[src/rtl/regfile_wb_arbiter.sv]
// regfile_wb_arbiter: shares the single register-file write port between the
// in-order pipeline write-back (A, priority) and queued long-latency results
// (B). A wait counter stalls A once the B head has waited MAX_WAIT cycles.
// Optional macro WB_ARB_BYPASS_EN: with an empty FIFO and no A request, a B
// result is granted straight through without being enqueued.
//
// Handshakes: B transfers when b_valid & b_ready on a rising edge; the
// producer holds b_valid/b_rd/b_data stable until that happens. A is consumed
// every cycle a_valid=1 and a_stall=0; while a_stall=1 A holds its inputs.
module regfile_wb_arbiter #(
  parameter int DEPTH    = 4,
  parameter int MAX_WAIT = 3,
  parameter int CW       = 2
) (
  input  logic        clk,
  input  logic        rst_n,
  input  logic        a_valid,
  input  logic [4:0]  a_rd,
  input  logic [31:0] a_data,
  output logic        a_stall,
  input  logic        b_valid,
  output logic        b_ready,
  input  logic [4:0]  b_rd,
  input  logic [31:0] b_data,
  output logic        rf_we,
  output logic [4:0]  rf_waddr,
  output logic [31:0] rf_wdata,
  output logic        b_pending
);

  localparam int AW   = $clog2(DEPTH);
  localparam int CNTW = AW + 1;

  logic [4:0]      rd_mem   [DEPTH];
  logic [31:0]     data_mem [DEPTH];
  logic [AW-1:0]   wr_ptr;
  logic [AW-1:0]   rd_ptr;
  logic [CNTW-1:0] count;
  logic [CW-1:0]   wait_cnt;

  logic        fifo_empty;
  logic        fifo_full;
  logic        bypass;
  logic        head_valid;
  logic [4:0]  head_rd;
  logic [31:0] head_data;
  logic        grant_a;
  logic        grant_b;
  logic        push;
  logic        pop;

  assign fifo_empty = (count == '0);
  assign fifo_full  = (count == CNTW'(DEPTH));

`ifdef WB_ARB_BYPASS_EN
  // Empty FIFO and idle pipeline: take B straight to the write port.
  assign bypass = fifo_empty & b_valid & ~a_valid;
`else
  assign bypass = 1'b0;
`endif

  assign head_valid = ~fifo_empty | bypass;
  assign head_rd    = bypass ? b_rd   : rd_mem[rd_ptr];
  assign head_data  = bypass ? b_data : data_mem[rd_ptr];

  // A wins unless the B head has waited long enough (or A is idle).
  assign grant_b = head_valid & (~a_valid | (wait_cnt >= CW'(MAX_WAIT)));
  assign grant_a = a_valid & ~grant_b;
  assign a_stall = a_valid & grant_b;

  // Full blocks a push even if a pop frees a slot this cycle; b_ready is
  // forced low while reset is asserted.
  assign b_ready   = rst_n & ~fifo_full;
  assign b_pending = ~fifo_empty;

  assign push = b_valid & b_ready & ~bypass;
  assign pop  = grant_b & ~bypass;

  // FIFO storage: payload only, no reset needed.
  always_ff @(posedge clk) begin
    if (push) begin
      rd_mem[wr_ptr]   <= b_rd;
      data_mem[wr_ptr] <= b_data;
    end
  end

  // FIFO pointers and occupancy; pointers wrap naturally at DEPTH.
  always_ff @(posedge clk or negedge rst_n) begin
    if (!rst_n) begin
      wr_ptr <= '0;
      rd_ptr <= '0;
      count  <= '0;
    end else begin
      if (push) wr_ptr <= wr_ptr + 1'b1;
      if (pop)  rd_ptr <= rd_ptr + 1'b1;
      case ({push, pop})
        2'b10:   count <= count + 1'b1;
        2'b01:   count <= count - 1'b1;
        default: count <= count;
      endcase
    end
  end

  // Starvation counter: cleared on pop or empty, saturates at MAX_WAIT.
  always_ff @(posedge clk or negedge rst_n) begin
    if (!rst_n) begin
      wait_cnt <= '0;
    end else if (pop || fifo_empty) begin
      wait_cnt <= '0;
    end else if (wait_cnt < CW'(MAX_WAIT)) begin
      wait_cnt <= wait_cnt + 1'b1;
    end
  end

  // Registered write port; x0 writes consume the grant but never assert we.
  always_ff @(posedge clk or negedge rst_n) begin
    if (!rst_n) begin
      rf_we    <= 1'b0;
      rf_waddr <= '0;
      rf_wdata <= '0;
    end else if (grant_b) begin
      rf_we    <= (head_rd != 5'd0);
      rf_waddr <= head_rd;
      rf_wdata <= head_data;
    end else if (grant_a) begin
      rf_we    <= (a_rd != 5'd0);
      rf_waddr <= a_rd;
      rf_wdata <= a_data;
    end else begin
      rf_we <= 1'b0;
    end
  end

endmodule

[config.mk]
export PLATFORM = sky130hd
export DESIGN_NAME = regfile_wb_arbiter
export DESIGN_NICKNAME = d
export VERILOG_FILES = /design/src/rtl/regfile_wb_arbiter.sv
export SDC_FILE = /design/constraint.sdc
export NUM_CORES = 1
export LEC_CHECK = 0
export ABC_AREA = 1
export CAP_MARGIN = 20
export CORE_MARGIN = 2
export CORE_UTILIZATION = 58
export DETAILED_ROUTE_END_ITERATION = 10
export GPL_ROUTABILITY_DRIVEN = 0
export GPL_TIMING_DRIVEN = 0
export PLACE_DENSITY = 0.85
export SLEW_MARGIN = 5
export SYNTH_ARGS = -nofsm -noshare
export SYNTH_HDL_FRONTEND = slang
export SYNTH_SLANG_ARGS = --single-unit
[constraint.sdc]
create_clock -name clk -period 8.5 [get_ports clk]
set_clock_uncertainty 0.15 [all_clocks]
set_input_delay 1.275 -clock clk [delete_from_list [all_inputs] [get_ports clk]]
set_output_delay 1.275 -clock clk [all_outputs]
set_load 0.02 [all_outputs]
### Word level (Yosys, flattened, before mapping)

Memory sizes are Yosys's and may differ from the RTL's.
Index checks and enable logic that the tools add are counted.

* bits in registers: 47
* RAM bits: 148
* input port bits: 78
* output and inout bits: 41
* logic and storage cells: 47
* memories kept: 2

* add/sub/neg operators: 5
* $lt $le $gt $ge: 2
* eq/ne operators: 3
* mux-type cells: 11
* bitwise logic cells: 10
* reduce and logical (&&, ||, !) cells: 7

Memory list
* data_mem: depth 4, width 32, read ports 1, clocked after memory_dff 0, write ports 1, line 35 `logic [31:0] data_mem [DEPTH];`
* rd_mem: depth 4, width 5, read ports 1, clocked after memory_dff 0, write ports 1, line 34 `logic [4:0] rd_mem [DEPTH];`

Operators by type and width (count)
* $mux 32: 2
* $mux 5: 2
* $reduce_bool 5->1: 2
* $add 2x1->2 const B: 3
* $pmux 3 s2: 1
* $reduce_bool 2->1: 3
* $and 1x1->1: 5
* $mux 1: 4
* $mux 2: 2
* $not 1->1: 4
* $add 3x1->3 const B: 1
* $eq 3x3->1 const B: 1
* $logic_not 3->1: 1
* $sub 3x1->3 const B: 1
* $eq 2x1->1 const B: 1
* $eq 2x2->1 const B: 1
* $ge 2x2->1 const B: 1
* $lt 2x2->1 const B: 1
* $logic_or 1x1->1: 1
* $or 1x1->1: 1

### Longest topological paths before layout

Gate-level depths: netlist of run 1.

* depth in word-level cells: 7
* gate-level depth with buffers: 9
* gate-level depth less buffers: 8

### Least setup slack after synthesis of run 1

Ideal clock, no wire load.

* path type: input-to-reg
* from: in rst_n
* to: mem data_mem[0][0], enable pin
* library setup time: 431 ps
* arrival: 3514 ps
* required time: 7919 ps
* path slack: 4405 ps
* stages: 3
* buffers on the path: 0
* cells stage by stage: a21boi_1 -> nand2_2 -> nor2_1

* word-level cells in the longest chain between the ends: 4

Ends and longest elaborated chain
* start: declaration: line 16 `input logic rst_n,`
* $and 1x1->1: line 73 `assign b_ready = rst_n & ~fifo_full;`
* $and 1x1->1: line 76 `assign push = b_valid & b_ready & ~bypass;`
* $mux 1: line 81 `if (push) begin`
* $mux 1 (not written as such): line 83 `data_mem[wr_ptr] <= b_data;`
* end: declaration: line 35

No other way between the ends.

### Worst setup path after layout of run 1

* from: in a_valid
* to: out a_stall

* word-level cells in the longest chain between the ends: 4

Ends and longest elaborated chain
* start: declaration: line 17 `input logic a_valid,`
* $not 1->1: line 67 `assign grant_b = head_valid & (~a_valid | (wait_cnt >= CW'(MAX_WAIT)));`
* $or 1x1->1: line 67
* $and 1x1->1: line 67
* $and 1x1->1 (*): line 69 `assign a_stall = a_valid & grant_b;`
* end: declaration: line 20 `output logic a_stall,`

Every way passes the cells marked *; elsewhere a longest branch is shown, timed or not.

==> summary.txt, run 1 <==
Status
  – Run status: finished clean

Final layout
  – N_diodes: 0
  – Layout cells sized above 1: under 10%
  – FILL cells: 779
  – Syn-to-layout area delta: 27.2%
  – Final nets: 857
  – Finished Cell Area: between 9000 and 10000 um^2

Setup path
  – R2R setup slack: between 6000 and 7000 ps
  – Worst Setup End Kind: output pin
  – Slowest CP cell: clkdlybuf4s50_1
  – Max incr delay on CP: ~530 ps
  – WP buf/inv: 4
  – CP Launch Type: input pin
  – Crit path top cell by count: clkdlybuf4s50_1
  – CP max FO: 10
  – CP Cell Sequence: clkdlybuf4s50_1 -> inv_2 -> o21ai_2 -> buf_4 -> nor2_1 -> clkdlybuf4s50_1
  – Largest delay contributor family on the critical path: buffers and inverters
  – CP Data Required Time: around 7100 ps
  – Setup CP Type: in2out
  – Worst path arrival time: roughly 3000 ps

Routing
  – DRT iter0 DRCs: ~600
  – TritonRoute pass-1 iters: 8
  – Antenna-violating nets left: 0
  – Routed len/inst: 20.5 um
  – Vias per cell: 5.92
  – Final wirelength: between 15 and 20 mm
  – DRC: 0
  – DR vias: 5673

Clock tree
  – CTS Sinks: around 200
  – Insertion delay to the later sink of the worst-skew pair: roughly 430 ps
  – CTS H-Tree Depth: 4
  – Post-CTS Setup Inserts: 0
  – CTS Buf Count: 17
  – Clock buffer depth: 2
  – Hold buffers post-CTS: 0
  – Clock tree from TritonCTS: built
  – CTS Root Cell: clkbuf_16
  – Post-CTS Resized: 0
  – Clk slew on worst S/H paths: approximately 60 ps

Timing
  – FMAX: 223 MHz
  – Slew HR: a little under half
  – Slew @ Worst Pin: 782 ps
  – Final setup TNS: 0 ps
  – Final Max Tran Viols: 0
  – RSZ-0062 raised after global routing: false
  – Tcrit/Tclk final: 52.8%
  – Final setup viols: 0
  – Final hold vios: 0
  – Min Tclk post-route: between 4000 and 5000 ps
  – WHS: roughly 300 ps

Power and ir drop
  – Sequential Power Share: approximately 40%
  – Int Pwr: around 2.1 mW
  – Power density cells: about 330 nW/um^2
  – Comb pwr share: a little under two fifths
  – Net switching fraction of the power: a little over a third
  – Max rail drop VDD: ~0.20 mV
  – Clock share of power: a little under a quarter
  – Leakage power: roughly 3.6 nW
  – Switch Pwr: around 1.2 mW

GRT
  – GR Util All Layers: between 20% and 30%
  – Remaining global-route overflow: 0
  – Initial antenna violation count: 0
  – First-pass GRT wire length: approximately 31 mm
  – Vias in the first global route: around 5.8k
  – Largest net degree at the start of global routing: 27

Floorplan
  – Die width: 119 um
  – Initial Utilization: 58.9%
  – Die area: 14300 um^2
  – Core Box Area: ~13000 um^2
  – Die Y: about 120 um
  – # IOs: roughly 120
  – Row Count: 42

Synthesis
  – Distinct cells, synth: 27
  – Avg Cell Area, Syn: around 12 um^2
  – Synth async-reset ratio: around a quarter
  – Number of flops mapped to enable cells by yosys: 148
  – Synth Flop Type: edfxtp_1
  – Mapped Nets: about 720
  – Synthesis Warnings: 0
  – Post-Synthesis Cell Area: 7730 um^2
  – Synth Register Bits: around 200
  – Syn Inst Count: 630
  – Seq/Total Area, Yosys: between 70 and 80%

Hold path
  – Tightest Hold Check Type: reg2reg

Placed design
  – Port Buf Inserts: around 120
  – DP Area: 9270 um^2
  – Post-DP HPWL: roughly 13 mm

Job
  – Maximum Capacitance Violations: 0
==> metal layers <==
layer | wire (um) | global-route usage, % | vias to the layer above
li1 | - | - | 2531
met1 | 7480 | 37.1 | 2772
met2 | 9880 | 47.4 | 336
met3 | 1840 | 6.08 | 34
met4 | 479 | 13.2 | 0
met5 | 0 | 0 | -
==> layout make-up <==
class                   count  area, um^2  share of cell area, %
inverters                  13        48.8                  0.496
well taps                 176         220                   2.24
clock inverters             7        81.3                  0.827
flip-flops and latches    195        5620                   57.2
multi-input cells         385        1890                   19.2
plain buffers              37         204                   2.07
clock buffers              23         478                   4.86
repair buffers            123        1290                   13.1
==> through the flow <==
step                      worst slack (ps)  utilization, %  power, mW  instances
after global routing                  3890            74.8       3.44        959
after CTS                             3980            74.8       3.27        959
after global placement                1240            69.5       2.44        924
after detailed placement              3990            70.6       2.51        929
after floorplan                       4400               -       2.00        630
final                                 4010            74.8       3.29        959
==> logic make-up (layout without fill, tap and decap cells) <==
logic type,Yosys count,after routing,synth area share [%]
fa+ha+maj,7,7,1.23
mux,1,1,0.146
buf+inv,50,203,3.27
simple gates,259,259,14.2
flops,195,195,72.7
compound gates,114,114,8.04
xor+xnor,4,4,0.453
==> synthesized netlist by cell type (3+ instances only) <==
| master | instances | area (um^2) |
|---|---|---|
| a21oi_1 | 8 | 40.0 |
| buf_2 | 13 | 65.1 |
| buf_4 | 13 | 97.6 |
| clkbuf_1 | 10 | 37.5 |
| dfrtp_1 | 47 | 1180 |
| edfxtp_1 | 148 | 4440 |
| ha_1 | 6 | 75.1 |
| inv_1 | 9 | 33.8 |
| inv_2 | 3 | 11.3 |
| nand2_1 | 97 | 364 |
| nand3_1 | 78 | 390 |
| nor2_1 | 80 | 300 |
| o21ai_0 | 67 | 335 |
| o21ai_1 | 3 | 15.0 |
| o22ai_1 | 32 | 200 |
| xor2_1 | 3 | 26.3 |
==> power groups by stage <==
stage	logic, mW	registers [mW]	clock network (mW)
after floorplan	0.584	1.42	0
after global placement	1.12	1.31	0
after detailed placement	1.19	1.32	0
after CTS	1.20	1.30	0.767
after global routing	1.32	1.32	0.803
final	1.21	1.30	0.769
==> final timing paths <==
check / cells after the start / start / end
worst min-delay path: 1 / wait_cnt[0]$_DFFE_PN0P_ / wait_cnt[0]$_DFFE_PN0P_
worst max register to register: 8 / count[0]$_DFFE_PN0P_ / count[2]$_DFFE_PN0P_
min in group asynchronous: 1 / rst_n / count[0]$_DFFE_PN0P_
max in group asynchronous: 2 / rst_n / rf_wdata[3]$_DFFE_PN0P_
worst min register to register: 1 / wait_cnt[0]$_DFFE_PN0P_ / wait_cnt[0]$_DFFE_PN0P_
worst max-delay path: 6 / a_valid / a_stall
==> registers in the layout, indices dropped and copies added (netlist names) <==
register  flops
count         3
data_mem    128
rd_mem       20
rd_ptr        2
rf_waddr      5
rf_wdata     32
rf_we         1
wait_cnt      2
wr_ptr        2
==> cell usage in the layout, fill, tap and decap left out, drive strengths merged <==
cell type	n
bufinv	2
clkbuf	33
clkdlybuf4s50	117
edfxtp	148
dfrtp	47
xor2	3
nor2	81
buf	33
mux2	1
o22ai	32
a21boi	1
clkinv	6
nand2	99
nand3	79
o211ai	2
fa	1
inv	12
o21ai	71
xnor2	1
a21oi	8
ha	6
(Power assumes the default switching activity.)
==> run 2: changes to the inputs <==
--- a/config.mk
+++ b/config.mk
@@ -8,11 +8,11 @@
 export ABC_AREA = 1
 export CAP_MARGIN = 20
 export CORE_MARGIN = 2
-export CORE_UTILIZATION = 58
+export CORE_UTILIZATION = 48
 export DETAILED_ROUTE_END_ITERATION = 10
 export GPL_ROUTABILITY_DRIVEN = 0
 export GPL_TIMING_DRIVEN = 0
-export PLACE_DENSITY = 0.85
+export PLACE_DENSITY = 0.75
 export SLEW_MARGIN = 5
 export SYNTH_ARGS = -nofsm -noshare
 export SYNTH_HDL_FRONTEND = slang
==> constraint.sdc (replaced) <==
create_clock -name clk -period 3.7 [get_ports clk]
set_clock_uncertainty 0.15 [all_clocks]
set_input_delay 0.555 -clock clk [delete_from_list [all_inputs] [get_ports clk]]
set_output_delay 0.555 -clock clk [all_outputs]
set_load 0.02 [all_outputs]
==> summary.txt, run 2 (synthesis gave the netlist of run 1 again) <==
Timing
  – Tcrit/Tclk final: about nine tenths
  – Final Max Tran Viols: 0
  – Final hold vios: 0
  – Slew @ Worst Pin: between 700 and 800 ps
  – Min Tclk post-route: about 3300 ps
  – FMAX: between 300 and 400 MHz
  – Final worst slack: approximately 400 ps
  – Final setup viols: 0
  – WHS: about 300 ps
  – Slew HR: approximately half
  – RSZ-0062 raised after global routing: false

Power and ir drop
  – Switch Pwr: roughly 2.7 mW
  – Sequential Power Share: 39.3%
  – Int Pwr: around 4.9 mW
  – Clock share of power: 24.4%
  – Total power: roughly 7.6 mW
  – Comb pwr share: 36.3%
  – Leakage power: about 3.6 nW
  – Net switching fraction of the power: roughly a third
  – Max rail drop VDD: approximately 0.42 mV
  – Power density cells: approximately 770 nW/um^2

Floorplan
  – Die Y: around 130 um
  – Die width: 131 um
  – Row Count: 46
  – # IOs: roughly 120
  – Core Box Area: around 16000 um^2
  – Initial Utilization: between 40% and 50%
  – Die area: about 17000 um^2

GRT
  – Initial antenna violation count: 0
  – Remaining global-route overflow: 0
  – Vias in the first global route: 5621
  – First-pass GRT wire length: 30.0 mm
  – GR Util All Layers: 24.1%
  – Largest net degree at the start of global routing: 38

Routing
  – TritonRoute pass-1 iters: 5
  – DR vias: between 5k and 6k
  – DRT iter0 DRCs: roughly 460
  – Antenna-violating nets left: 0
  – Final wirelength: about 19 mm
  – Routed len/inst: 19.4 um
  – Vias per cell: 5.56
  – DRC: 0

Clock tree
  – Insertion delay to the later sink of the worst-skew pair: between 400 and 500 ps
  – CTS Root Cell: clkbuf_16
  – CTS H-Tree Depth: 4
  – Post-CTS Setup Inserts: 0
  – Clk slew on worst S/H paths: approximately 60 ps
  – Clock buffer depth: 2
  – CTS Sinks: 195
  – Clock tree from TritonCTS: built
  – Hold buffers post-CTS: 1
  – CTS Buf Count: 17
  – Post-CTS Resized: 0

Final layout
  – N_diodes: 0
  – Layout Utilization: around 63%
  – Commonest non-fill, non-tap cell in the layout: edfxtp_1
  – Non-filler cells, final: ~1k
  – Sequential cell area: 5620 um^2
  – Final nets: ~860
  – Largest reg by FF count: data_mem
  – Largest registers: data_mem x128, rf_wdata x32, rd_mem x20
  – Layout cells sized above 1: under 10%
  – Most frequent cells in the layout: 148 x edfxtp_1, 117 x clkdlybuf4s50_1, 97 x nand2_1
  – Multi-input logic area: between 1500 and 2000 um^2
  – FILL cells: 1194
  – Max reg flops: around 130
  – Syn-to-layout area delta: 28.2%

Placed design
  – Pre-CTS setup slack: ~600 ps
  – Post-DP HPWL: 12.6 mm
  – Placed insts: just under 1k
  – Port Buf Inserts: approximately 120

Setup path
  – Setup CP Type: in2out
  – CP Data Required Time: roughly 3000 ps
  – CP Launch Type: input pin
  – CP max FO: 37
  – Worst path arrival time: about 2600 ps
  – Worst Setup End Kind: output pin

Hold path
  – Tightest Hold Check Type: reg2reg

Job
  – Maximum Capacitance Violations: 0

Status
  – Run status: finished clean
[run 2: critical path, cell delays in order]
cell,delay (ps)
dlygate4sd3_1,520
buf_2,310
buf_12,280
a21boi_1,270
clkdlybuf4s50_1,650
[run 2: path summary, 6_finish.rpt]
| kind | slack, ps | endpoint | depth (start not counted) | startpoint |
|---|---|---|---|---|
| min reg2reg | 300 | wait_cnt[0]$_DFFE_PN0P_ | 1 | wait_cnt[0]$_DFFE_PN0P_ |
| max | 400 | b_ready | 5 | rst_n |
| max in group asynchronous | 2480 | rf_wdata[15]$_DFFE_PN0P_ | 3 | rst_n |
| min in group asynchronous | 400 | rf_wdata[29]$_DFFE_PN0P_ | 2 | rst_n |
| max reg2reg | 1350 | count[2]$_DFFE_PN0P_ | 8 | count[0]$_DFFE_PN0P_ |
| min | 300 | wait_cnt[0]$_DFFE_PN0P_ | 1 | wait_cnt[0]$_DFFE_PN0P_ |
[run 2: metal layers]
layer  vias to the layer above  share of wire (%)  GRT usage, %
met2                       239                 50          39.6
met1                      2757                 40          30.7
met4                         0                2.9          11.3
met5                         -                  0             0
li1                       2533                  -             -
met3                        39                7.0          5.37
[run 2: per-stage QoR]
stage | cell area (um^2) | setup TNS [ps]
detailed placement | 9310 | 0
finish | 9920 | 0
global route | 9920 | 0
floorplan | 7730 | 0
global placement | 9180 | -427650
CTS | 9920 | 0
[run 2: final cells by class]
| class | count | share of cell area [%] |
|---|---|---|
| buffer | 37 | 2.06 |
| tap | 216 | 2.73 |
| multi-input combinational | 385 | 19.1 |
| timing repair buffer | 124 | 13.0 |
| inverter | 13 | 0.492 |
| clock inverter | 9 | 1.30 |
| sequential | 195 | 56.7 |
| clock buffer | 23 | 4.72 |
[run 2: power groups by stage]
stage | clock network, mW | registers [mW] | logic, mW
floorplan | 0 | 3.25 | 1.34
global placement | 0 | 3.03 | 2.61
detailed placement | 0 | 3.03 | 2.75
CTS | 1.87 | 2.99 | 2.78
global route | 1.95 | 3.04 | 3.02
finish | 1.86 | 2.99 | 2.76
